`src/rtl/time_to_bcd.sv`:
```
// time_to_bcd
//   Sequential binary-to-BCD converter (double dabble, one bit per clock).
//   A WIDTH-bit unsigned value is latched when the block is idle and start
//   is high. It is shifted MSB-first into a 4*DIGITS-bit BCD scratch register
//   over WIDTH cycles. The result is then published on bcdOut together with a
//   one-cycle done pulse.
//
//   Ports
//     clk     in   rising-edge clock
//     rstN    in   asynchronous active-low reset
//     start   in   conversion request, honoured only while ready=1
//     binIn   in   WIDTH-bit unsigned value, captured on the accepting edge
//     ready   out  high while idle and out of reset
//     done    out  one-cycle completion pulse (bcdOut valid alongside it)
//     bcdOut  out  packed BCD result, digit 0 in [3:0]; held between results
//
//   Timing (accept at edge N): the steps happen at edges N+1..N+WIDTH. At edge
//   N+WIDTH+1 the result is loaded and done goes high for one cycle. The block
//   is back in IDLE after edge N+WIDTH+2. A held start therefore gives one
//   conversion every WIDTH+3 cycles.
//
//   DIGITS must be large enough that 10^DIGITS > 2^WIDTH-1. Otherwise the top
//   digit carry is lost.
module time_to_bcd #(
  parameter int WIDTH  = 26,
  parameter int DIGITS = 8
) (
  input  logic                  clk,
  input  logic                  rstN,
  input  logic                  start,
  input  logic [WIDTH-1:0]      binIn,
  output logic                  ready,
  output logic                  done,
  output logic [4*DIGITS-1:0]   bcdOut
);

  localparam int BW = 4 * DIGITS;
  localparam int CW = $clog2(WIDTH + 1);

  typedef enum logic [1:0] {
    IDLE    = 2'd0,
    CONVERT = 2'd1,
    FINISH  = 2'd2
  } state_t;

  state_t          state_q, state_d;
  logic [WIDTH-1:0] shift_q, shift_d;
  logic [BW-1:0]   scratch_q, scratch_d;
  logic [CW-1:0]   cnt_q, cnt_d;
  logic [BW-1:0]   bcd_q, bcd_d;

  // Per-digit add-3 correction applied before the shift. Any digit >= 5
  // would become >= 10 after doubling. Adding 3 first makes the doubled
  // value carry into the next digit and leaves a valid 0-9 digit behind.
  logic [BW-1:0] adj;

  for (genvar g = 0; g < DIGITS; g++) begin : g_digit
    assign adj[4*g +: 4] = (scratch_q[4*g +: 4] >= 4'd5) ?
                           scratch_q[4*g +: 4] + 4'd3 : scratch_q[4*g +: 4];
  end

  always_comb begin
    state_d   = state_q;
    shift_d   = shift_q;
    scratch_d = scratch_q;
    cnt_d     = cnt_q;
    bcd_d     = bcd_q;
    case (state_q)
      IDLE: begin
        if (start) begin
          shift_d   = binIn;
          scratch_d = '0;
          cnt_d     = '0;
          state_d   = CONVERT;
        end
      end
      CONVERT: begin
        // WIDTH steps have completed once cnt reaches WIDTH. The extra
        // CONVERT cycle publishes the scratch register.
        if (cnt_q == CW'(WIDTH)) begin
          bcd_d   = scratch_q;
          state_d = FINISH;
        end else begin
          // The carry out of the top digit is discarded by the truncation.
          // It is always 0 when DIGITS is sized correctly.
          scratch_d = BW'({adj, shift_q[WIDTH-1]});
          shift_d   = shift_q << 1;
          cnt_d     = cnt_q + 1'b1;
        end
      end
      FINISH:  state_d = IDLE;
      default: state_d = IDLE;
    endcase
  end

  always_ff @(posedge clk or negedge rstN) begin
    if (!rstN) begin
      state_q   <= IDLE;
      shift_q   <= '0;
      scratch_q <= '0;
      cnt_q     <= '0;
      bcd_q     <= '0;
    end else begin
      state_q   <= state_d;
      shift_q   <= shift_d;
      scratch_q <= scratch_d;
      cnt_q     <= cnt_d;
      bcd_q     <= bcd_d;
    end
  end

  // ready is gated by rstN so that it reads 0 while reset is held.
  assign ready  = rstN && (state_q == IDLE);
  assign done   = (state_q == FINISH);
  assign bcdOut = bcd_q;

endmodule

```
`config.mk`:
```
export PLATFORM = sky130hd
export DESIGN_NAME = time_to_bcd
export DESIGN_NICKNAME = d
export VERILOG_FILES = /design/src/rtl/time_to_bcd.sv
export SDC_FILE = /design/constraint.sdc
export NUM_CORES = 1
export LEC_CHECK = 0
export ABC_AREA = 1
export CAP_MARGIN = 0
export CORE_ASPECT_RATIO = 0.75
export CORE_MARGIN = 5
export CORE_UTILIZATION = 45
export CTS_CLUSTER_SIZE = 28
export DETAILED_ROUTE_END_ITERATION = 8
export PLACE_DENSITY = 0.79
export SLEW_MARGIN = 20
export SYNTH_ARGS = -nofsm -noshare
export SYNTH_HDL_FRONTEND = slang
export SYNTH_SLANG_ARGS = --single-unit
```
`constraint.sdc`:
```
create_clock -name clk -period 1.4 [get_ports clk]
set_input_delay 0.14 -clock clk [delete_from_list [all_inputs] [get_ports clk]]
set_output_delay 0.14 -clock clk [all_outputs]
set_load 0.005 [all_outputs]
```
==> out/qor.yml, run 1 <==
run_status: "finished with violations"
violated_checks: "negative setup slack"
synth.yosys.warnings: 0
worst_setup_hold_path_clk_slew_ns: 0.06
type_of_origin_of_the_critical_path: "register"
finalSetupViolCount: 15
die_h_um: 100.5
final_ws_setup_ns: -0.05488
worst_skew_pair.late_latency_ns: 0.34
worst-slew-pin-transition_ns: 0.5398
viasPerCell: 5.109
drv.max_cap_violation_count: 0
met1Wirelength_um: 4984
pwr_density_cell_mw_per_mm2: 2292
crit_type: "register to register"
grt_setup_unrepaired: "yes"
rr_startpoint: "cnt_q[0]$_DFFE_PN0P_"
post_detailed_route_count_of_antenna_violating_nets: 0
ir_worst_vdd_uv: 962.7
master_cell_of_the_clock_root_buffer: "sky130_fd_sc_hd__clkbuf_16"
fin_crit_sh: 1.039
core_region_area_mm2: 0.01082
remaining_drc_errors: 0
track_usage: 0.1730
number_of_port_buffers: 62
final-hold-violation-count: 0
top_level_ports: 63
max_clock_freq_mhz: 687.3
final_layout_size_suffix_gt1_frac: 0.1422
final_common_cell: "sky130_fd_sc_hd__nand2_1"
timing.critical_path.max_delay_family: "flip-flops"
tritoncts: "yes"
route.met2.wl_um: 5557
synth.cell_area_mm2: 0.004910
die_area_mm2: 0.01312
syn-mean-instance-area_um2: 8.129
number_of_global_route_vias_before_repair: 4054
area_growth_pct: 26.48
setup.worst_path.end_class: "register"
timing.slew.headroom: 0.6402
routed_wirelength_um: 11250
grt_pass1_wl_um: 18390
finish.cell_count_without_fillers: 822
setup_tns_ns: -0.3598
die_w_um: 130.6
report.final.slew_viol_count: 0
dp_hpwl_um: 7388
htree_levels: 3
worst-path-max-fanout: 24
min-delay-path-class: "primary input to asynchronous set/reset pin"
yosys.cell_types.count: 24
worst-r2r-cell-count: 9
layout_common_cells: "180 x sky130_fd_sc_hd__nand2_1, 96 x sky130_fd_sc_hd__dfrtp_1, 69 x sky130_fd_sc_hd__inv_1"
synthesized_flop_and_latch_total: 97
route.met3.wl_um: 527
grt_start_max_net_pins: 98
antenna_found_initial: 0
grt_overflow: 0
first_drt_iteration_drcs: 526
cp_cell_sequence: "inv_2, ha_2, nand2_1, inv_1, nand2_2, nand2_4, nand2_8, clkbuf_16, o21ai_0"
timing.critical_path.required_ns: 1.65
critical_path.max_stage_delay_ns: 0.39
arrival_ns: 1.71
route.vias.total: 4200
regToRegEndpoint: "shift_q[5]$_DFFE_PN0P_"
initial_util: 0.4539
path_buf_inv: 3
syn-num-nets: 651
diodes: 0
syn_inst: 604
cts_sinks: 97
cts_buffers: 9
final_net_count: 727
routedWlPerCell_um: 13.68
power.leakage_nw: 3.062
detailedRoute.firstPassIterationCount: 5
r2r_setup_slk_ns: -0.05
cts_max_path_buffers: 2
gp_congestion: 0.8141
fin_skew_ns: 0.005950
top_signal_layer_used: "met4"
critical_path.slowest_cell: "sky130_fd_sc_hd__dfrtp_1"
dp_cells: 800
synth_seq_area_share: 0.4944
final_period_minus_worst_setup_slack_ns: 1.455
num_rows: 33
## synth_stat cells
master                     count  area share
sky130_fd_sc_hd__nand2_1     190        0.15
sky130_fd_sc_hd__dfrtp_1      97        0.49
sky130_fd_sc_hd__inv_1        80       0.061
sky130_fd_sc_hd__o21ai_0      68       0.069
sky130_fd_sc_hd__nand3_1      45       0.046
sky130_fd_sc_hd__o21ai_1      27       0.028
sky130_fd_sc_hd__ha_1         18       0.046
sky130_fd_sc_hd__nand4_1      14       0.018
sky130_fd_sc_hd__buf_6        11       0.025
sky130_fd_sc_hd__o21ai_2      11       0.020
sky130_fd_sc_hd__nor2_1       10      0.0076
sky130_fd_sc_hd__a21oi_1       6      0.0061
sky130_fd_sc_hd__clkbuf_1      6      0.0046
sky130_fd_sc_hd__buf_2         4      0.0041
sky130_fd_sc_hd__buf_4         4      0.0061
sky130_fd_sc_hd__inv_2         2      0.0015
sky130_fd_sc_hd__nand2_4       2      0.0046
sky130_fd_sc_hd__nor3b_1       2      0.0031
sky130_fd_sc_hd__o22ai_1       2      0.0025
sky130_fd_sc_hd__a21oi_2       1      0.0018
sky130_fd_sc_hd__nand2_2       1      0.0013
sky130_fd_sc_hd__nor2_2        1      0.0013
sky130_fd_sc_hd__o21bai_1      1      0.0015
sky130_fd_sc_hd__xor2_1        1      0.0018
## power by group
group          internal [W]  total [W]  switching [W]
clock network       0.00122    0.00218       0.000955
logic               0.00307    0.00744        0.00437
registers           0.00393    0.00462       0.000689
## routing by layer
layer  vias to the layer above  track usage
met5                         -            0
met4                         0      0.03478
met3                        20      0.04926
met2                       124       0.2983
met1                      1964       0.2186
li1                       2092            -
## final cells by class
type                       instances  area, um^2
sequential                        97        2429
clock inverter                     1       5.005
timing repair inverter             1       7.507
timing repair buffer              89       943.4
multi-input combinational        400        2092
fill                             923        4608
tap                              140       175.2
inverter                          82       311.5
clock buffer                      12       246.5
## worst max-delay path by stage
stage                               from                        end  slack [ns]  cells past startpoint
floorplan           cnt_q[0]$_DFFE_PN0P_    shift_q[21]$_DFFE_PN0P_      -0.004                     11
global placement    cnt_q[0]$_DFFE_PN0P_  scratch_q[24]$_DFFE_PN0P_       0.003                     10
detailed placement  cnt_q[0]$_DFFE_PN0P_  scratch_q[12]$_DFFE_PN0P_       -0.02                     10
CTS                 cnt_q[0]$_DFFE_PN0P_  scratch_q[12]$_DFFE_PN0P_       -0.07                     10
global route        cnt_q[0]$_DFFE_PN0P_     shift_q[5]$_DFFE_PN0P_       -0.14                      9
finish              cnt_q[0]$_DFFE_PN0P_     shift_q[5]$_DFFE_PN0P_       -0.05                      9
## flip-flops by register name (all words and copies together) (netlist names)
signal     count
shift_q       26
scratch_q     32
bcdOut        32
state_q        2
cnt_q          5
## tightest hold or removal path: stages
cell and delay, ns:
sky130_fd_sc_hd__dlygate4sd3_1 0.52, sky130_fd_sc_hd__buf_4 0.13, sky130_fd_sc_hd__buf_12 0.38
## through the flow
step	power, W	setup WS (ns)	utilization	hold slack [ns]	cell area [um^2]
floorplan	0.009242	-0.003762	-	-0.1556	4910
global placement	0.01076	0.003038	0.5294	0.2650	5727
detailed placement	0.01118	-0.02257	0.5294	0.2688	5727
CTS	0.01346	-0.07125	0.5545	0.3845	5998
global route	0.01549	-0.1382	0.5740	0.3928	6210
finish	0.01423	-0.05488	0.5740	0.3739	6210
## logic make-up after synthesis
family / after synthesis / share of synthesized area
and+or+nand+nor: 265 / 0.2268
AOI/OAI and AO/OA: 116 / 0.1284
buffers and inverters: 107 / 0.1027
DFF: 97 / 0.4944
adders and majority gates: 18 / 0.04587
xor gates and xnor gates: 1 / 0.001784
## repair_timing
item	in CTS	in global routing
hold endpoints to repair	97	0
gates resized for setup	10	68
cloned	0	3
buffers inserted	1	4
hold buffers	1	0
pin swaps	0	4
endpoints found under the setup margin	23	99
Power figures use the tool's default switching activity.
==> inputs of run 2 (changes only) <==
CORE_MARGIN = unset   (was 5)
CTS_CLUSTER_SIZE = unset   (was 28)
==> out/qor.yml, run 2 (same netlist as run 1, synthesis figures left out) <==
number_of_global_route_vias_before_repair: 4276
core_region_area_mm2: 0.01045
viasPerCell: 5.190
timing.slew.headroom: 0.6341
remaining_drc_errors: 0
final_ws_setup_ns: -0.04196
max_clock_freq_mhz: 693.5
worst-slew-pin-transition_ns: 0.5488
antenna_found_initial: 0
crit_type: "register to register"
htree_levels: 3
route.vias.total: 4266
design_area_mm2: 0.006226
num_rows: 32
ir_worst_vdd_uv: 890.0
tritoncts: "yes"
initial_util: 0.4698
type_of_origin_of_the_critical_path: "register"
report.final.slew_viol_count: 0
dp_hpwl_um: 7254
die_h_um: 92.46
drv.max_cap_violation_count: 0
first_drt_iteration_drcs: 361
routed_wirelength_um: 11030
finalSetupViolCount: 17
layout.filler_cells: 847
place_ws_ns: -0.06113
master_cell_of_the_clock_root_buffer: "sky130_fd_sc_hd__clkbuf_16"
run_status: "finished with violations"
grt_start_max_net_pins: 98
sequential_cell_area_mm2: 0.002432
area_growth_pct: 26.81
fin_skew_ns: 0.009422
worst_skew_pair.late_latency_ns: 0.34
final_net_count: 728
setup.worst_path.end_class: "register"
cts_max_path_buffers: 2
final_period_minus_worst_setup_slack_ns: 1.442
detailedRoute.firstPassIterationCount: 5
pwr_density_cell_mw_per_mm2: 2300
fin_crit_sh: 1.030
power.leakage_nw: 3.121
diodes: 0
timing.critical_path.required_ns: 1.63
violated_checks: "negative setup slack"
grt_overflow: 0
post_detailed_route_count_of_antenna_violating_nets: 0
grt_pass1_wl_um: 19000
die_area_mm2: 0.01134
layout_common_cells: "177 x sky130_fd_sc_hd__nand2_1, 93 x sky130_fd_sc_hd__dfrtp_1, 75 x sky130_fd_sc_hd__inv_1"
arrival_ns: 1.68
top_level_ports: 63
final_common_cell: "sky130_fd_sc_hd__nand2_1"
dpl-instance-area_mm2: 0.005722
final-hold-violation-count: 0
routedWlPerCell_um: 13.42
grt_setup_unrepaired: "yes"
track_usage: 0.2121
number_of_port_buffers: 62
worst-path-max-fanout: 6
cts_sinks: 97
worst_setup_hold_path_clk_slew_ns: 0.07
final_layout_size_suffix_gt1_frac: 0.1414
cts_buffers: 9
min-delay-path-class: "primary input to asynchronous set/reset pin"
gp_congestion: 0.8196
multi_input_comb_area_mm2: 0.002074
die_w_um: 122.6
[run 2: cell count changes in the layout (fill, tap and decap cells not counted), sizes merged]
cell	delta
clkinvlp	-1
inv	+2
clkdlybuf4s50	-1
buf	+5
clkbuf	-3
dlymetal6s2s	+1
bufinv	+1
dlygate4sd2	-1
clkinv	+1
[run 2: per-stage QoR]
stage | total power, W | utilization | std cells | TNS (ns) | hold slack, ns
global placement | 0.01073 | 0.5475 | 796 | 0 | 0.2488
CTS | 0.01402 | 0.5852 | 820 | -0.07874 | 0.4084
finish | 0.01432 | 0.5958 | 822 | -0.2116 | 0.3598
detailed placement | 0.01123 | 0.5475 | 796 | -0.7481 | 0.2563
global route | 0.01562 | 0.5958 | 822 | -6.226 | 0.4088
floorplan | 0.009242 | - | 604 | -0.03594 | -0.1556
[run 2: worst paths after layout]
path	startpoint	to	slack, ns	depth (start not counted)
worst min-delay path	rstN	shift_q[1]$_DFFE_PN0P_	0.36	3
worst max-delay path	state_q[0]$_DFFE_PN0P_	cnt_q[3]$_DFFE_PN0P_	-0.04	8
max in group asynchronous	rstN	scratch_q[16]$_DFFE_PN0P_	0.56	3
worst min register to register	bcdOut[29]$_DFFE_PN0P_	bcdOut[29]$_DFFE_PN0P_	0.49	2
min in group clk	binIn[0]	shift_q[0]$_DFFE_PN0P_	0.42	3
worst max register to register	state_q[0]$_DFFE_PN0P_	cnt_q[3]$_DFFE_PN0P_	-0.04	8
[run 2: repair_timing]
item / CTS / global route
hold buffers: 1 / 0
hold endpoints to repair: 97 / 0
setup endpoints to repair: 45 / 97
resized for setup: 20 / 37
setup buffers: 7 / 2
cloned: 0 / 0
pin swaps: 5 / 7
[run 2: layout make-up]
type / count / area share
Sequential cell: 97 / 0.3907
Tap cell: 136 / 0.02733
Multi-Input combinational cell: 400 / 0.3332
Clock inverter: 5 / 0.009847
Inverter: 82 / 0.05004
Clock buffer: 11 / 0.03899
Timing Repair Buffer: 91 / 0.1499
[run 2: report_power, final]
group / total, W / switching (W) / internal (W)
Sequential: 0.00462 / 0.000690 / 0.00393
Combinational: 0.00719 / 0.00427 / 0.00292
Clock: 0.00250 / 0.00105 / 0.00145
[run 2: routing by layer]
layer / up-vias / track usage / wire length, um
met3: 21 / 0.04988 / 412
met2: 114 / 0.3638 / 5528
li1: 2085 / - / -
met1: 2046 / 0.2544 / 4902
met5: - / 0 / 0
met4: 0 / 0.08841 / 190
[run 2: critical path: stages (launching register included)]
cell                         delay (ns)
sky130_fd_sc_hd__dfrtp_1           0.40
sky130_fd_sc_hd__buf_4             0.15
sky130_fd_sc_hd__nor2_2            0.13
sky130_fd_sc_hd__nand2_2           0.12
sky130_fd_sc_hd__nand2_8           0.11
sky130_fd_sc_hd__clkinvlp_4        0.13
sky130_fd_sc_hd__buf_6             0.16
sky130_fd_sc_hd__nand2_2           0.07
sky130_fd_sc_hd__nand2_2           0.05
==> inputs of run 3 (changes only) <==
PLACE_DENSITY = 0.76   (was 0.79)
clock period = 1.6 ns   (was 1.4 ns; I/O delays follow)
==> out/qor.yml, run 3 (same netlist as run 1, synthesis figures left out) <==
gp_congestion: 0.8300
number_of_global_route_vias_before_repair: 4038
cp_common_cell: "sky130_fd_sc_hd__nand2_1"
power.total_w: 0.01160
number_of_port_buffers: 62
drv.max_cap_violation_count: 0
finalSetupViolCount: 0
power_frac_seq: 0.346
tritoncts: "yes"
post_detailed_route_count_of_antenna_violating_nets: 0
cts_buffers: 9
timing.critical_path.max_delay_family: "simple AND/OR/NAND/NOR gates"
ir_worst_vdd_uv: 729.0
type_of_origin_of_the_critical_path: "register"
final_common_cell: "sky130_fd_sc_hd__nand2_1"
power_frac_clock: 0.172
grt_start_max_net_pins: 98
layout_common_cells: "189 x sky130_fd_sc_hd__nand2_1, 97 x sky130_fd_sc_hd__dfrtp_1, 79 x sky130_fd_sc_hd__inv_1"
power_frac_comb: 0.481
layout.filler_cells: 910
setup.worst_path.end_class: "register"
power.share.switching: 0.4190
setup_tns_ns: 0
remaining_drc_errors: 0
crit_type: "register to register"
antenna_found_initial: 0
grt_overflow: 0
run_status: "finished clean"
top_level_ports: 63
num_rows: 32
worst_skew_pair.late_latency_ns: 0.34
htree_levels: 3
routed_wirelength_um: 9996
worst-path-max-fanout: 12
track_usage: 0.1971
power.net_switching_w: 0.004860
fin_skew_ns: 0.006914
power.leakage_nw: 2.946
routedWlPerCell_um: 12.43
final_layout_size_suffix_gt1_frac: 0.06737
initial_util: 0.4698
finish.cell_count_without_fillers: 804
final_period_minus_worst_setup_slack_ns: 1.512
final_net_count: 710
worst-r2r-cell-count: 9
route.vias.total: 4052
first_drt_iteration_drcs: 227
min-delay-path-class: "primary input to asynchronous set/reset pin"
pwr_density_cell_mw_per_mm2: 1953
worst_setup_hold_path_clk_slew_ns: 0.06
diodes: 0
place_ws_ns: 0.08693
dp_cells: 787
master_cell_of_the_clock_root_buffer: "sky130_fd_sc_hd__clkbuf_16"
dp_hpwl_um: 6864
report.final.slew_viol_count: 0
fin_crit_sh: 0.9449
cell_int_power_w: 0.006738
postCtsSetupBuffers: 0
cp_cell_sequence: "ha_1, nand2_1, inv_1, nand2_2, nand2_4, nand2_4, clkinvlp_4, nand2_1, nand2_1"
die_h_um: 92.46
timing.slew.headroom: 0.6543
area_growth_pct: 20.97
end_of_flow_core_utilization: 0.5684
critical_path.slowest_cell: "sky130_fd_sc_hd__dfrtp_1"
worst-slew-pin-transition_ns: 0.5185
cts_sinks: 97
max_clock_freq_mhz: 661.5
grt_pass1_wl_um: 17450
worst-path-stages: 9
timing.critical_path.required_ns: 1.83
critical_path.max_stage_delay_ns: 0.42
detailedRoute.firstPassIterationCount: 4
die_w_um: 122.6
core_region_area_mm2: 0.01045
viasPerCell: 5.040
final-hold-violation-count: 0
die_area_mm2: 0.01134
grt_setup_unrepaired: "yes"
final_ws_setup_ns: 0.08817
cts_max_path_buffers: 2
arrival_ns: 1.75
path_buf_inv: 2
## run 3: metal layers
layer | global-route usage | up-vias | wire (um)
li1 | - | 2049 | -
met1 | 0.2371 | 1904 | 4587
met2 | 0.3319 | 84 | 4847
met3 | 0.04495 | 15 | 412
met4 | 0.09654 | 0 | 149
met5 | 0 | - | 0
## run 3: power by group through the flow
stage                     clock [W]  sequential, W  combinational, W
after floorplan                   0        0.00394           0.00415
after global placement            0        0.00401           0.00526
after detailed placement          0        0.00405           0.00555
after CTS                   0.00206        0.00401           0.00559
after global routing        0.00215        0.00413           0.00648
final                       0.00200        0.00402           0.00558
## run 3: worst min-delay path: cells and delay by family
family | cells | cell delay [ns]
buf+inv | 3 | 1.01
## run 3: stage by stage
stage               hold WS [ns]  area [um^2]
finish                    0.4032         5939
global route              0.4747         5939
CTS                       0.4501         5924
detailed placement        0.2754         5642
global placement          0.2672         5642
floorplan                -0.1356         4910
## run 3: area by class of cell
class                      count  area [um^2]  share of cell area
sequential                    97         2427              0.4087
tap                          136        170.2             0.02865
multi-input combinational    400         1986              0.3343
clock inverter                 4        27.53            0.004635
timing repair buffer          73        770.7              0.1298
clock buffer                  12        246.5             0.04150
inverter                      82        311.5             0.05245
## run 3: path summary, 6_finish.rpt
check | from | to | slack, ns
worst min register to register | bcdOut[28]$_DFFE_PN0P_ | bcdOut[28]$_DFFE_PN0P_ | 0.49
max in group asynchronous | rstN | scratch_q[16]$_DFFE_PN0P_ | 0.79
worst min-delay path | rstN | state_q[0]$_DFFE_PN0P_ | 0.40
worst max-delay path | cnt_q[1]$_DFFE_PN0P_ | cnt_q[4]$_DFFE_PN0P_ | 0.09
min in group clk | binIn[0] | shift_q[0]$_DFFE_PN0P_ | 0.46
worst max register to register | cnt_q[1]$_DFFE_PN0P_ | cnt_q[4]$_DFFE_PN0P_ | 0.09
## run 3: what timing repair did
action	4_1_cts	5_1_grt
gates cloned	0	0
hold endpoints to repair	97	0
endpoints found under the setup margin	1	39
hold buffers	1	0
resized for setup	1	4
